[src/rtl/if_fetch_queue.sv]
// Instruction fetch queue between the PC/IM fetch stage and ID.
// Show-ahead FIFO of {PC, Instr, misalign} with full-stall and redirect flush.
module if_fetch_queue #(
    parameter int          DEPTH    = 4,
    parameter int          PTR_W    = 2,
    parameter logic [31:0] RESET_PC = 32'h0000_3000
) (
    input  logic             Clk,
    input  logic             rst,
    input  logic [31:0]      PC,
    input  logic [31:0]      Instr,
    input  logic             fetch_valid,
    output logic             Nop,
    input  logic             id_ready,
    output logic             id_valid,
    output logic [31:0]      Instr_ID,
    output logic [31:0]      PC_IFID,
    output logic [31:0]      PC4_IFID,
    output logic             misalign,
    input  logic             flush,
    output logic [PTR_W:0]   count
);

    localparam logic [PTR_W:0]   DEPTH_C   = (PTR_W+1)'(DEPTH);
    localparam logic [PTR_W:0]   CNT_ONE   = (PTR_W+1)'(1);
    localparam logic [PTR_W-1:0] PTR_ONE   = PTR_W'(1);

    logic [31:0]      pc_mem_r    [DEPTH];
    logic [31:0]      instr_mem_r [DEPTH];
    logic             mis_mem_r   [DEPTH];
    logic [PTR_W-1:0] rd_ptr_r;
    logic [PTR_W-1:0] wr_ptr_r;
    logic [PTR_W:0]   count_r;

    logic             full_s;
    logic             valid_s;
    logic             push_s;
    logic             pop_s;

    function automatic logic pc_misaligned(input logic [31:0] addr);
        return (addr[1:0] != 2'b00);
    endfunction

    assign full_s  = (count_r == DEPTH_C);
    assign valid_s = (count_r != {(PTR_W+1){1'b0}});
    // A full queue refuses the push even if a pop frees a slot this cycle.
    assign push_s  = fetch_valid && !full_s;
    assign pop_s   = valid_s && id_ready;

    // Pointer, occupancy and entry storage update.
    always_ff @(posedge Clk) begin
        if (rst) begin
            rd_ptr_r <= {PTR_W{1'b0}};
            wr_ptr_r <= {PTR_W{1'b0}};
            count_r  <= {(PTR_W+1){1'b0}};
            for (int i = 0; i < DEPTH; i++) begin
                pc_mem_r[i]    <= 32'h0000_0000;
                instr_mem_r[i] <= 32'h0000_0000;
                mis_mem_r[i]   <= 1'b0;
            end
        end else if (flush) begin
            rd_ptr_r <= {PTR_W{1'b0}};
            wr_ptr_r <= {PTR_W{1'b0}};
            count_r  <= {(PTR_W+1){1'b0}};
        end else begin
            if (push_s) begin
                pc_mem_r[wr_ptr_r]    <= PC;
                instr_mem_r[wr_ptr_r] <= Instr;
                mis_mem_r[wr_ptr_r]   <= pc_misaligned(PC);
                wr_ptr_r              <= wr_ptr_r + PTR_ONE;
            end
            if (pop_s) begin
                rd_ptr_r <= rd_ptr_r + PTR_ONE;
            end
            case ({push_s, pop_s})
                2'b10:   count_r <= count_r + CNT_ONE;
                2'b01:   count_r <= count_r - CNT_ONE;
                default: count_r <= count_r;
            endcase
        end
    end

    // Head entry presentation; an empty queue shows a NOP at RESET_PC.
    always_comb begin
        Instr_ID = 32'h0000_0000;
        PC_IFID  = RESET_PC;
        misalign = 1'b0;
        if (valid_s) begin
            Instr_ID = instr_mem_r[rd_ptr_r];
            PC_IFID  = pc_mem_r[rd_ptr_r];
            misalign = mis_mem_r[rd_ptr_r];
        end else begin
            Instr_ID = 32'h0000_0000;
            PC_IFID  = RESET_PC;
            misalign = 1'b0;
        end
    end

    assign PC4_IFID = PC_IFID + 32'd4;
    assign id_valid = valid_s;
    assign Nop      = full_s;
    assign count    = count_r;

endmodule

[config.mk]
export PLATFORM = sky130hd
export DESIGN_NAME = if_fetch_queue
export DESIGN_NICKNAME = d
export VERILOG_FILES = /design/src/rtl/if_fetch_queue.sv
export SDC_FILE = /design/constraint.sdc
export NUM_CORES = 1
export LEC_CHECK = 0
export BUFFER_PORTS_ARGS = -buffer_cell sky130_fd_sc_hd__buf_2
export CAP_MARGIN = 20
export CORE_MARGIN = 1.5
export CORE_UTILIZATION = 30
export CTS_BUF_LIST = sky130_fd_sc_hd__clkbuf_2
export DETAILED_ROUTE_END_ITERATION = 12
export PLACE_DENSITY = 0.46
export SKIP_CTS_REPAIR_TIMING = 1
export SKIP_LAST_GASP = 1
export SYNTH_ARGS = -nofsm -noshare
export SYNTH_HDL_FRONTEND = slang
export SYNTH_SLANG_ARGS = --single-unit
[constraint.sdc]
create_clock -name Clk -period 5.99 [get_ports Clk]
set_clock_uncertainty 0.15 [all_clocks]
set_input_delay 0.599 -clock Clk [delete_from_list [all_inputs] [get_ports Clk]]
set_output_delay 0.599 -clock Clk [all_outputs]
set_load 0.1 [all_outputs]
==> summary.txt, run 1 <==
Yosys top cell by area: edfxtp_1
Required @ worst endpoint: 5.24 ns
TritonRoute pass-1 iters: 5
TritonCTS clock tree: built
Core Rows: 76
H-tree lvl count: 3
Tightest Pin Transition: 0.875 ns
Post-synth top flop: edfxtp_1
Root Buffer: clkbuf_2
RSZ-0062 raised after global routing: false
ys async rst share: 0%
sequential share of the synthesized area: 61.1%
DRC: 0
final slew viol count: 0
syn avg cell area: 14.3 um^2
Sw Pwr: 1.27 mW
syn nets: 987
worst min-delay path category: reg -> reg
Synth Warn #: 0
peak per-stage delay on the critical path: 0.86 ns
number of global-route vias before repair: 8650
Die X: 212 um
Setup TNS: 0 ns
core outline area: 43000 um^2
CP delay by family, top: simple AND/OR/NAND/NOR gates
vias: 8243
GPL Wtd Cong: 0.775
CP arrival: 4.22 ns
Fin. Hold Viols: 0
Mapped Cells: 915
Leak: 6.28 nW
initial antenna violation count: 3
Final Cycle Share: 83.0%
global-route wire length before repair: 53.3 mm
top cells by count, synth: and2_1, edfxtp_1, mux4_2
Combinational Power Share: 14.1%
Distinct cells, synth: 54
final wirelength: 35.9 mm
CP Buf/Inv Count: 2
Via density: 4.50
CTS Buf Count: 80
Net Sw Frac: 30.5%
fillers: 4264
global-route usage over all layers: 16.3%
1st-iter DRT viols: 428
die area: 44800 um^2
Initial Util: 30.4%
mapped cell area: 13100 um^2
Post-synth EDFFs: 260
Longest Clk Path Bufs: 3
Seq pwr share: 52.4%
Clock power frac: 33.5%
Max-Cap Viols: 0
Finish-stage setup viols: 0
Util after Layout: 37.1%
I/O Buffers: 170
crit end category: output pin
clock-pin slew on the worst setup and hold paths: 0.09 ns
CP Max Fanout: 38
fmax: 201 MHz
WS Path Type: reg -> out
max_slew headroom: 41.6%
most common cell in the netlist: and2_1
Final HPWL DP: 20.9 mm
P_int: 2.89 mW
VDD IR max: 0.124 mV
Final ANT Viol Nets: 0
total power draw: 4.16 mW
clock latency on the worst-skew pair: 0.93 ns
CP Launch Type: register
status: finished clean
slowest cell on the critical path: dfxtp_4
GRT Residual Overflow: 0
Synth Register Bits: 269
min Tclk post-route: 4.97 ns
pin count of the biggest net entering global routing: 66
Clock Sinks: 269
top area cells in the synthesized netlist: edfxtp_1, and2_1, mux4_2, dfxtp_1, xnor2_1
I/O pin count: 171
Yosys top cell area share: 59.7%
power per cell area: 261 nW/um^2
critical-path cell list: inv_2 > mux4_2 > nor4_4 > nand4_2 > or3b_1 > a21oi_1 > buf_2
Die Ht: 212 um
Avg WL per Cell: 19.6 um
fin nets: 1262
layout cell share with drive strength beyond 1: 32.4%
Area growth syn-to-layout: 22.0%
-- per-stage QoR --
step	worst slack [ns]	std cells	cell area (um^2)	hold slack, ns
5_1_grt	0.518	1833	15900	0.233
3_3_place_gp	1.92	1624	14500	0.344
6_report	1.02	1833	15900	0.357
4_1_cts	0.759	1761	15200	-0.326
3_5_place_dp	1.87	1624	14500	0.350
2_1_floorplan	0.0351	915	13100	0.335
-- power groups by stage --
stage          Sequential, mW  Clock [mW]  Combinational (mW)
4_1_cts                  2.18        1.46               0.557
5_1_grt                  2.19        1.54               0.619
3_3_place_gp             2.22           0               0.556
3_5_place_dp             2.22           0               0.557
6_report                 2.18        1.39               0.584
2_1_floorplan            2.21           0               0.407
-- logic make-up (layout without fill, tap and decap cells) --
logic type	count (synthesis)	after routing	synth area share (%)
other cells	0	3	0
xor+xnor	32	32	2.14
fa+ha+maj	3	3	0.345
buf+inv	75	405	2.73
compound gates	26	26	1.45
simple gates	435	435	20.1
mux	75	75	12.1
flops	269	269	61.1
-- per-layer routing --
layer | share of wire (%) | vias to the layer above | GRT usage (%) | wire, um
met5 | 0 | - | 0 | 0
met4 | 2.4 | 0 | 5.84 | 845
met3 | 5.7 | 64 | 5.10 | 2050
met2 | 49 | 222 | 27.2 | 17600
met1 | 43 | 4064 | 19.9 | 15400
li1 | - | 3893 | - | -
-- sequential cells by signal (all words and copies together), names as in the netlist, named ones only --
signal,flops
rd_ptr_r,2
pc_mem_r,128
wr_ptr_r,2
count,3
instr_mem_r,128
mis_mem_r,4
-- path summary, 6_finish.rpt --
path	startpoint	endpoint	slack (ns)	depth (start not counted)
worst max register to register	count[1]	instr_mem_r[1][30]	2.56	8
worst max-delay path	register	PC4_IFID[27]	1.02	7
worst min-delay path	count[2]	count[2]	0.36	2
worst min register to register	count[2]	count[2]	0.36	2
-- layout make-up --
cell class / instances / area, um^2 / share of cell area (%)
antenna: 3 / 7.51 / 0.0471
clock buffer: 112 / 561 / 3.52
inverter: 16 / 63.8 / 0.400
clock inverter: 25 / 154 / 0.965
tap: 585 / 732 / 4.59
multi-input combinational: 571 / 4790 / 30.0
sequential: 269 / 8000 / 50.2
timing repair buffer: 252 / 1640 / 10.3
-- placed cells by master (no fill, tap or decap), types with 14 or more instances in the layout --
cell	n
dlygate4sd3_1	69
and2_1	314
clkinv_1	20
nor2_1	20
xor2_1	14
edfxtp_1	260
nand3_1	17
xnor2_1	17
clkbuf_2	112
nand2_1	37
buf_2	170
mux4_2	65
-- worst reg2reg max path, delay by kind of cell, from the launching register on --
family / cells / cell delay (ns)
buffers and inverters: 3 / 0.71
flip-flops: 1 / 0.37
AND/OR/NAND/NOR: 5 / 1.80
Power figures use the tool's default switching activity.
==> run 2: changes to the inputs <==
- PLACE_DENSITY: 0.46 -> 0.48
- clock period: 5.99 -> 4.45 ns (I/O delays scaled with it)
==> summary.txt, run 2 (synthesis gave the netlist of run 1 again) <==
status: finished clean (unchanged)
Final HPWL DP: 21.9 mm (was 20.9 mm)
number of global-route vias before repair: 8712 (was 8650)
clock-pin slew on the worst setup and hold paths: 0.10 ns (was 0.09 ns)
Placement Setup Slack: 0.470 ns (was 1.87 ns)
worst min-delay path category: in -> reg (was reg -> reg)
crit end category: output pin (unchanged)
most frequent cells in the layout: and2_1, edfxtp_1, buf_2 (unchanged)
DRC: 0 (unchanged)
fmax: 234 MHz
top routing layer used: met5 (was met4)
Net Sw Frac: 30.5% (about the same)
Avg WL per Cell: 20.0 um (was 19.6 um)
r2r setup slk: 1.47 ns (was 2.56 ns)
met2 WL: 17.8 mm (was 17.6 mm)
I/O Buffers: 170 (unchanged)
Clock power frac: 31.6% (was 33.5%)
P_int: 3.80 mW (was 2.89 mW)
core outline area: 43000 um^2 (unchanged)
max_slew headroom: 39.2% (was 41.6%)
Core Rows: 76 (unchanged)
die area: 44800 um^2 (unchanged)
Sw Pwr: 1.67 mW (was 1.27 mW)
1st-iter DRT viols: 390 (was 428)
CTS Buf Count: 75 (was 80)
Finish-stage setup viols: 0 (unchanged)
Die X: 212 um (unchanged)
final slew viol count: 0 (unchanged)
H-tree lvl count: 3 (unchanged)
final wirelength: 36.5 mm (was 35.9 mm)
RSZ-0062 raised after global routing: true (was false)
WS Path Type: reg -> out (unchanged)
Tightest Pin Transition: 0.910 ns (was 0.875 ns)
Leak: 6.42 nW (was 6.28 nW)
global-route usage over all layers: 16.4% (was 16.3%)
initial antenna violation count: 3 (unchanged)
TritonRoute pass-1 iters: 5 (unchanged)
Final Cycle Share: 95.9%
fin nets: 1273 (was 1262)
Final ANT Viol Nets: 0 (unchanged)
WL met1: 16.3 mm (was 15.4 mm)
PnR worst setup slack: 0.183 ns (was 1.02 ns)
Top Registers: instr_mem_r (128), pc_mem_r (128), mis_mem_r (4) (unchanged)
CP Max Fanout: 9 (was 38)
VDD IR max: 0.148 mV (was 0.124 mV)
vias: 8317 (was 8243)
GRT Residual Overflow: 0 (unchanged)
Area growth syn-to-layout: 24.2% (was 22.0%)
I/O pin count: 171 (unchanged)
WHS: 0.236 ns (was 0.357 ns)
min Tclk post-route: 4.27 ns
GPL Wtd Cong: 0.778 (was 0.775)
Seq pwr share: 53.5% (was 52.4%)
Combinational Power Share: 14.8% (was 14.1%)
Clock Sinks: 269 (unchanged)
CP arrival: 3.67 ns (was 4.22 ns)
global-route wire length before repair: 54.1 mm (was 53.3 mm)
TritonCTS clock tree: built (unchanged)
Via density: 4.54 (was 4.50)
Longest Clk Path Bufs: 3 (unchanged)
most common cell after layout, fill and taps aside: and2_1 (unchanged)
Required @ worst endpoint: 3.86 ns (was 5.24 ns)
total power draw: 5.47 mW (was 4.16 mW)
Fin. Hold Viols: 0 (unchanged)
Initial Util: 30.4% (unchanged)
layout cell share with drive strength beyond 1: 34.7% (was 32.4%)
CP Launch Type: register (unchanged)
power per cell area: 337 nW/um^2 (was 261 nW/um^2)
Root Buffer: clkbuf_2 (unchanged)
met3 WL: 1.94 mm (was 2.05 mm)
clock latency on the worst-skew pair: 0.86 ns (was 0.93 ns)
Max-Cap Viols: 0 (unchanged)
pin count of the biggest net entering global routing: 80 (was 66)
Die Ht: 212 um (unchanged)
run 2: changes by cell type in the layout (fill, tap and decap cells not counted), sizes merged:
cell and change:
inv -2, dlygate4sd3 -1, clkinv -9, bufinv -1
clkbuf -1, clkinvlp -1, buf +13, diode -1
run 2: layout make-up:
cell class / count / area [um^2]
fill: 4261 / 26700
inverter: 16 / 65.1
sequential: 269 / 8010
tap: 585 / 732
timing repair buffer: 268 / 1860
multi-input combinational: 571 / 4950
clock inverter: 12 / 80.1
clock buffer: 107 / 536
antenna: 2 / 5.00
run 2: worst max-delay path: stages (launching register included):
cell and delay [ns]:
dfxtp_4 0.42, inv_2 0.22, mux4_2 0.59, or2_1 0.28
or4_4 0.54, nor3_2 0.30, xor2_2 0.15, buf_4 0.30
run 2: final timing paths:
path	endpoint	start	depth (start not counted)
min	mis_mem_r[0]	rst	4
max	PC4_IFID[24]	register	7
min reg2reg	count[2]	count[2]	2
max reg2reg	pc_mem_r[2][22]	count[1]	8
run 2: power groups by stage:
stage          Sequential (mW)  Combinational, mW  Clock (mW)
2_1_floorplan             2.98              0.564           0
3_3_place_gp              2.99              0.763           0
3_5_place_dp              2.99              0.765           0
4_1_cts                   2.93              0.767        1.82
5_1_grt                   2.94              0.861        1.93
6_report                  2.93              0.811        1.73
run 2: stage by stage:
| stage | setup TNS, ns | cell area [um^2] | util [%] | instances |
|---|---|---|---|---|
| after detailed placement | 0 | 14800 | 34.3 | 1629 |
| after global placement | 0 | 14800 | 34.3 | 1629 |
| after global routing | -0.0789 | 16200 | 37.8 | 1830 |
| final | 0 | 16200 | 37.8 | 1830 |
| after CTS | -2.61 | 15400 | 35.8 | 1748 |
| after floorplan | 0 | 13300 | - | 915 |
run 2: routing by layer:
metal | vias to the layer above | global-route usage (%)
met2 | 236 | 27.6
met5 | - | 0
met4 | 2 | 4.83
met3 | 47 | 4.09
li1 | 3899 | -
met1 | 4133 | 20.9
==> run 3: changes to the inputs <==
--- a/config.mk
+++ b/config.mk
@@ -13,3 +13,3 @@
 export DETAILED_ROUTE_END_ITERATION = 12
-export PLACE_DENSITY = 0.48
+export PLACE_DENSITY = 0.45
 export SKIP_CTS_REPAIR_TIMING = 1
==> constraint.sdc (replaced) <==
create_clock -name Clk -period 4.45 [get_ports Clk]
set_clock_uncertainty 0.15 [all_clocks]
set_input_delay 0.2225 -clock Clk [delete_from_list [all_inputs] [get_ports Clk]]
set_output_delay 0.2225 -clock Clk [all_outputs]
set_load 0.1 [all_outputs]
==> summary.txt, run 3 (synthesis gave the netlist of run 1 again) <==
Final Cycle Share: 93.9% (was 95.9%)
slowest cell on the critical path: mux4_2 (unchanged)
Tightest Pin Transition: 0.883 ns (was 0.910 ns)
TritonRoute pass-1 iters: 6 (was 5)
Die Ht: 212 um (unchanged)
Fin. Hold Viols: 0 (unchanged)
Via density: 4.48 (was 4.54)
power per cell area: 335 nW/um^2 (was 337 nW/um^2)
Setup TNS: 0 ns (unchanged)
Final ANT Viol Nets: 0 (unchanged)
pin count of the biggest net entering global routing: 66 (was 80)
CTS Buf Count: 75 (unchanged)
Die X: 212 um (unchanged)
layout cell share with drive strength beyond 1: 33.3% (was 34.7%)
Initial Util: 30.4% (unchanged)
Top Registers: instr_mem_r (128), pc_mem_r (128), mis_mem_r (4) (unchanged)
crit end category: output pin (unchanged)
CP Buf/Inv Count: 2 (unchanged)
global-route wire length before repair: 53.5 mm (was 54.1 mm)
status: finished clean (unchanged)
1st-iter DRT viols: 378 (was 390)
die area: 44800 um^2 (unchanged)
RSZ-0062 raised after global routing: false (was true)
Util after Layout: 38.3% (was 37.8%)
DRC: 0 (unchanged)
Avg WL per Cell: 19.5 um (was 20.0 um)
CP arrival: 3.80 ns (was 3.67 ns)
R2R Path Start: count[0] (was count[1])
cell area after layout: 16400 um^2 (was 16200 um^2)
Finish-stage setup viols: 0 (unchanged)
Required @ worst endpoint: 4.08 ns (was 3.86 ns)
peak per-stage delay on the critical path: 0.56 ns (was 0.59 ns)
most common cell after layout, fill and taps aside: and2_1 (unchanged)
GPL Wtd Cong: 0.773 (was 0.778)
VDD IR max: 0.171 mV (was 0.148 mV)
clock-pin slew on the worst setup and hold paths: 0.10 ns (about the same)
min Tclk post-route: 4.18 ns (was 4.27 ns)
Final HPWL DP: 21.8 mm (was 21.9 mm)
I/O pin count: 171 (unchanged)
Core Rows: 76 (unchanged)
max_slew headroom: 41.0% (was 39.2%)
fin nets: 1295 (was 1273)
worst min-delay path category: in -> reg (unchanged)
initial antenna violation count: 2 (was 3)
fmax: 239 MHz (was 234 MHz)
critical-path cell list: inv_2 > mux4_2 > nor4_4 > nand4_4 > or3b_1 > a21oi_1 > buf_4 (was inv_2 > mux4_2 > or2_1 > or4_4 > nor3_2 > xor2_2 > buf_4)
CP Max Fanout: 11 (was 9)
total power draw: 5.52 mW (was 5.47 mW)
CP delay by family, top: simple AND/OR/NAND/NOR gates (unchanged)
CP Launch Type: register (unchanged)
fillers: 4331 (was 4261)
Longest Clk Path Bufs: 3 (unchanged)
Area growth syn-to-layout: 25.8% (was 24.2%)
global-route usage over all layers: 16.3% (was 16.4%)
GRT Residual Overflow: 0 (unchanged)
clock latency on the worst-skew pair: 0.86 ns (about the same)
TritonCTS clock tree: built (unchanged)
final slew viol count: 0 (unchanged)
WS Path Type: reg -> out (unchanged)
most frequent cells in the layout: and2_1, edfxtp_1, buf_2 (unchanged)
number of global-route vias before repair: 8535 (was 8712)
Post-DP Area: 14700 um^2 (was 14800 um^2)
H-tree lvl count: 3 (unchanged)
I/O Buffers: 170 (unchanged)
Max-Cap Viols: 0 (unchanged)
final wirelength: 36.2 mm (was 36.5 mm)
r2r setup slk: 1.40 ns (was 1.47 ns)
Root Buffer: clkbuf_2 (unchanged)
worst hold path startpoint: Instr[26] (was rst)
Leak: 6.49 nW (was 6.42 nW)
WHS: 0.0497 ns (was 0.236 ns)
vias: 8329 (was 8317)
Clock Sinks: 269 (unchanged)
core outline area: 43000 um^2 (unchanged)
==> run 3: path summary, 6_finish.rpt <==
kind,endpoint,depth (start not counted)
worst max-delay path,PC4_IFID[27],7
worst min-delay path,instr_mem_r[0][26],3
worst max register to register,count[2],10
worst min register to register,register,2
==> run 3: layer usage <==
layer  up-vias  GRT usage [%]  wire length [um]
li1       3955              -                 -
met1      4094           19.8             15500
met3        66           4.24              1750
met5         -              0                12
met2       212           28.3             18200
met4         2           5.02               786
==> run 3: power by group <==
group,leakage [nW],switching (mW),internal [mW]
combinational,3.21,0.588,0.236
sequential,2.77,0.0401,2.89
clock,0.509,1.05,0.719
==> run 3: cell type report <==
cell class / count / area [um^2] / share of cell area, %
well taps: 585 / 732 / 4.45
flip-flops and latches: 269 / 8010 / 48.7
diodes: 1 / 2.50 / 0.0152
clock buffers: 111 / 556 / 3.38
inverters: 16 / 63.8 / 0.388
multi-input cells: 571 / 4910 / 29.9
repair buffers: 290 / 2080 / 12.6
clock inverters: 15 / 97.6 / 0.593
==> run 3: worst min-delay path, cell delays in order <==
cell and delay, ns:
dlygate4sd3_1 0.52, buf_2 0.12, and2_1 0.11
==> run 3: stage by stage <==
stage	std cells	worst slack [ns]
2_1_floorplan	915	0.00412
3_3_place_gp	1629	0.706
3_5_place_dp	1629	0.592
4_1_cts	1755	-0.426
5_1_grt	1858	0.0638
6_report	1858	0.273
